### src/rtl/bit_serial_adder.sv
`default_nettype none
// ============================================================================
// Module   : bit_serial_adder_fa
// Brief    : Single-bit full-adder cell used by the serial adder datapath.
// Revision : 1.0 - initial release
// ============================================================================
module bit_serial_adder_fa (
    input  logic a,
    input  logic b,
    input  logic cin,
    output logic s,
    output logic cout
);

    // Pure combinational sum and carry of one bit position
    always_comb begin
        s    = a ^ b ^ cin;
        cout = (a & b) | (cin & (a ^ b));
    end

endmodule

// ============================================================================
// Module   : bit_serial_adder
// Brief    : Multi-cycle WIDTH-bit unsigned adder. Operands are captured on an
//            accepted start and streamed LSB-first through one full-adder cell,
//            with the carry held in a flop between bit-cycles. The result
//            register only changes on a completion edge or on reset.
// Revision : 1.0 - initial release
// ============================================================================
module bit_serial_adder #(
    parameter int WIDTH = 8
) (
    input  logic             clk,
    input  logic             rst_n,
    input  logic             start,
    input  logic [WIDTH-1:0] a,
    input  logic [WIDTH-1:0] b,
    input  logic             c_in,
    output logic             busy,
    output logic             done,
    output logic [WIDTH-1:0] sum,
    output logic             c_out
);

    // Counter width: one count per bit-cycle, 0..WIDTH-1
    localparam int                 c_CNT_W = (WIDTH > 1) ? $clog2(WIDTH) : 1;
    localparam logic [c_CNT_W-1:0] c_LAST  = c_CNT_W'(WIDTH - 1);
    localparam logic [c_CNT_W-1:0] c_ONE   = c_CNT_W'(1);

    // State encoding
    localparam logic [1:0] c_IDLE = 2'd0;
    localparam logic [1:0] c_RUN  = 2'd1;
    localparam logic [1:0] c_DONE = 2'd2;

    logic [1:0]         r_state;
    logic [1:0]         w_state_next;

    logic [WIDTH-1:0]   r_a_sh;
    logic [WIDTH-1:0]   r_b_sh;
    logic [WIDTH-1:0]   r_res_sh;
    logic               r_carry;
    logic [c_CNT_W-1:0] r_cnt;
    logic [WIDTH-1:0]   r_sum;
    logic               r_c_out;

    logic               w_fa_s;
    logic               w_fa_cout;
    logic               w_accept;
    logic               w_running;
    logic               w_last_bit;
    logic [WIDTH-1:0]   w_res_next;

    // The only arithmetic element: one full-adder fed by the shift-register LSBs
    bit_serial_adder_fa u_fa (
        .a    (r_a_sh[0]),
        .b    (r_b_sh[0]),
        .cin  (r_carry),
        .s    (w_fa_s),
        .cout (w_fa_cout)
    );

    // Control decodes shared by the FSM and the datapath
    always_comb begin
        w_accept   = start && ((r_state == c_IDLE) || (r_state == c_DONE));
        w_running  = (r_state == c_RUN);
        w_last_bit = w_running && (r_cnt == c_LAST);
        // New sum bit enters at the MSB so that after WIDTH shifts bit 0 sits at the LSB
        w_res_next = {w_fa_s, r_res_sh[WIDTH-1:1]};
    end

    // State register
    always_ff @(posedge clk) begin
        if (!rst_n) begin
            r_state <= c_IDLE;
        end else begin
            r_state <= w_state_next;
        end
    end

    // Next-state logic; DONE always lasts one cycle and can chain into RUN
    always_comb begin
        w_state_next = r_state;
        case (r_state)
            c_IDLE:  w_state_next = start ? c_RUN : c_IDLE;
            c_RUN:   w_state_next = (r_cnt == c_LAST) ? c_DONE : c_RUN;
            c_DONE:  w_state_next = start ? c_RUN : c_IDLE;
            default: w_state_next = c_IDLE;
        endcase
    end

    // Status outputs decode the registered state only
    always_comb begin
        busy = (r_state == c_RUN);
        done = (r_state == c_DONE);
    end

    // Datapath: capture operands on accept, shift one bit per RUN cycle,
    // publish the result only on the final bit-cycle
    always_ff @(posedge clk) begin
        if (!rst_n) begin
            r_a_sh   <= '0;
            r_b_sh   <= '0;
            r_res_sh <= '0;
            r_carry  <= 1'b0;
            r_cnt    <= '0;
            r_sum    <= '0;
            r_c_out  <= 1'b0;
        end else if (w_accept) begin
            r_a_sh  <= a;
            r_b_sh  <= b;
            r_carry <= c_in;
            r_cnt   <= '0;
        end else if (w_running) begin
            r_a_sh   <= r_a_sh >> 1;
            r_b_sh   <= r_b_sh >> 1;
            r_carry  <= w_fa_cout;
            r_cnt    <= r_cnt + c_ONE;
            r_res_sh <= w_res_next;
            if (w_last_bit) begin
                r_sum   <= w_res_next;
                r_c_out <= w_fa_cout;
            end
        end
    end

    // Result outputs come straight from the holding registers
    always_comb begin
        sum   = r_sum;
        c_out = r_c_out;
    end

endmodule
`default_nettype wire
### config.mk
export PLATFORM = sky130hd
export DESIGN_NAME = bit_serial_adder
export DESIGN_NICKNAME = d
export VERILOG_FILES = /design/src/rtl/bit_serial_adder.sv
export SDC_FILE = /design/constraint.sdc
export NUM_CORES = 1
export LEC_CHECK = 0
export ABC_CLOCK_PERIOD_IN_PS = 3270
export BUFFER_PORTS_ARGS = -buffer_cell sky130_fd_sc_hd__buf_2
export CELL_PAD_IN_SITES_DETAIL_PLACEMENT = 2
export CELL_PAD_IN_SITES_GLOBAL_PLACEMENT = 2
export CORE_AREA = 4 4 74 76
export DETAILED_ROUTE_END_ITERATION = 10
export DIE_AREA = 0 0 78 80
export MAX_ROUTING_LAYER = met4
export PLACE_DENSITY_LB_ADDON = 0.1
export RECOVER_POWER = 50
export SLEW_MARGIN = 20
export SYNTH_ARGS = -nofsm -noshare
export SYNTH_HDL_FRONTEND = slang
export SYNTH_SLANG_ARGS = --single-unit
### constraint.sdc
create_clock -name clk -period 3.27 [get_ports clk]
set_input_delay 0.981 -clock clk [delete_from_list [all_inputs] [get_ports clk]]
set_output_delay 0.981 -clock clk [all_outputs]
set_load 0.01 [all_outputs]
==> results.cfg <==
[route]
route.detailed.drc = 0
wirelength_um = 4170
initialDrtViolationCount = 60
detail-route-antenna-nets = 0
routed_via_density = 4.96
dr.pass1.iters = 4
wire_per_inst_um = 15.3
vias = 1354

[setup_path]
endpoint_kind = flip-flop
cp_max_fo = 35
crit_type = in -> reg
arrival_ps = 2480
reg2reg_depth = 5
worstPathRequired_ps = 3490
start_kind = input pin
cp-startpoint = rst_n
r2r_setup_slack_ps = 1530
r2r-start = r_cnt[0]
r2r-end = sum[0]
critPathCapture = r_b_sh[5]

[floorplanning]
fp.dieW_um = 78
rows = 25
die_area_mm2 = 0.00624
start_util_pct = 33.7
core_mm2 = 0.00472
ioPinCount = 31
dieHeight_um = 80

[timing]
fin_skew_ps = 6.50
worstMarginPinSlew_ps = 1310
finalSetupTns_ps = 0
finalCritPeriodShare_pct = 69.2
report.final.slew_viol_count = 0
rsz0062_at_grt = no
relSlewSlack_pct = 12.9
setup_viol = 0
fmax_mhz = 442
hold_viol = 0
post-route-min-period_ps = 2260

[synthesis]
ys_ff_latch = 38
avgSynthCellArea_um2 = 8.79
ys_seq_area_share_pct = 47.8
syn_inst = 181
synth_top_cell_by_area = dfxtp_1
yosys_warnings = 0
post_synth_num_cell_types = 28
netlist_area_mm2 = 0.00159
yosys.area.top_type_share_pct = 47.8
syn-num-nets = 204
yosys-top-cells-area = dfxtp_1 (48%), nand2_1 (12%), a21boi_1 (5.7%), nand3_1 (3.5%), a31oi_1 (3.1%)

[finish]
nets = 228
num_antenna_cells = 0
syn_to_final_growth_pct = 13.9
layout_common_cells = nand2_1 (49), dfxtp_1 (38), buf_2 (20)
layout_commonest_cell = nand2_1
drive_above_1_share_pct = 15.0
nFillCells = 531

[clock_tree]
cts_tree = yes
cts.path.max_buffers = 2
postCtsSetupBuffers = 0
clock_sinks = 38
hold_buffers = 0
insertion_delay_ps = 300
clk_pin_slew_worst_paths_ps = 80
numCtsBuffers = 5
htree_levels = 2
cts_root_buf = clkbuf_8
cts-resized-gates = 0

[global_routing]
grt_pass1_vias = 1447
grt_max_degree = 37
grt_pass1_wl_um = 6980
antenna_found_initial = 0
grt_overflow = 0
track_usage_pct = 14.6

[place]
io_buffer_count = 30
gp_congestion = 0.769
hpwl_um = 2850

[power_and_ir_drop]
p_total_mw = 0.981
ir_drop_v = 0.000220
p_leak_nw = 0.655
p_per_area_mw_per_mm2 = 541

[job]
maxCapViolCount = 0

[hold_path]
hp-class = reg -> reg

[run_status]
status = complete, no violations
## where the power goes
group          internal (mW)  switching, mW  leakage [nW]  total, mW
Combinational         0.0374         0.0617         0.287     0.0991
Sequential             0.485         0.0146         0.310      0.499
Clock                  0.213          0.170        0.0575      0.383
## critical path: stages
cell      delay, ps
clkbuf_1        930
o21ai_0         310
a31oi_1         250
## routing by layer
| metal | GRT usage, % | up-vias | part of all wire (%) | wire, um |
|---|---|---|---|---|
| met2 | 25.1 | 19 | 53 | 2190 |
| li1 | - | 664 | - | - |
| met3 | 4.51 | 6 | 3.4 | 140 |
| met4 | 4.20 | 0 | 1.2 | 50 |
| met1 | 16.5 | 665 | 43 | 1790 |
| met5 | - | - | 0 | 0 |
## synthesized netlist by cell type (all sizes together)
| master | number |
|---|---|
| nand2 | 49 |
| dfxtp | 38 |
| a21boi | 18 |
| buf | 12 |
| nand3 | 11 |
| o21ai | 9 |
| a31oi | 8 |
| nor2 | 6 |
| nor3 | 5 |
| o221ai | 5 |
| a21oi | 4 |
| a22oi | 2 |
| clkbuf | 2 |
| ha | 2 |
| nand2b | 2 |
| nor2b | 2 |
| and2 | 1 |
| and3 | 1 |
| fa | 1 |
| inv | 1 |
| nand3b | 1 |
| xnor2 | 1 |
## worst min-delay path by stage
stage	startpoint	end	slack, ps	cells after the start
3_3_place_gp	sum[4]	sum[4]	440	2
3_5_place_dp	sum[7]	sum[7]	450	2
2_1_floorplan	r_a_sh[7]	r_a_sh[7]	430	2
5_1_grt	r_cnt[2]	r_cnt[2]	490	2
6_report	r_a_sh[7]	r_a_sh[7]	460	2
4_1_cts	sum[7]	sum[7]	460	2
## sequential cells by signal, indices dropped and copies added, names as in the netlist
name      count
r_b_sh        8
r_res_sh      7
r_state       2
r_carry       1
sum           8
r_cnt         3
c_out         1
r_a_sh        8
## layout make-up
class / instances / area [um^2] / share of cell area [%]
clock buffer: 8 / 110 / 6.08
inverter: 1 / 11.3 / 0.622
multi-input combinational: 128 / 701 / 38.7
sequential: 38 / 761 / 42.0
tap: 67 / 83.8 / 4.63
timing repair buffer: 31 / 145 / 8.01
## metrics by stage
| stage | utilization (%) | setup WS, ps | instance area (um^2) | hold slack (ps) | instances |
|---|---|---|---|---|---|
| 2_1_floorplan | - | 1530 | 1590 | 434 | 181 |
| 3_3_place_gp | 36.3 | 1070 | 1710 | 437 | 265 |
| 3_5_place_dp | 36.3 | 955 | 1710 | 451 | 265 |
| 4_1_cts | 38.6 | 994 | 1820 | 462 | 273 |
| 5_1_grt | 38.4 | 780 | 1810 | 494 | 273 |
| 6_report | 38.4 | 1010 | 1810 | 461 | 273 |
## cell families (layout without fill, tap and decap cells)
group / count (synthesis) / after routing / synth area share [%]
flops: 38 / 38 / 47.8
fa+ha+maj: 3 / 3 / 2.83
compound gates: 46 / 46 / 19.8
xor+xnor: 1 / 1 / 0.551
buf+inv: 15 / 40 / 8.10
simple gates: 78 / 78 / 20.8
(Power assumes the default switching activity.)
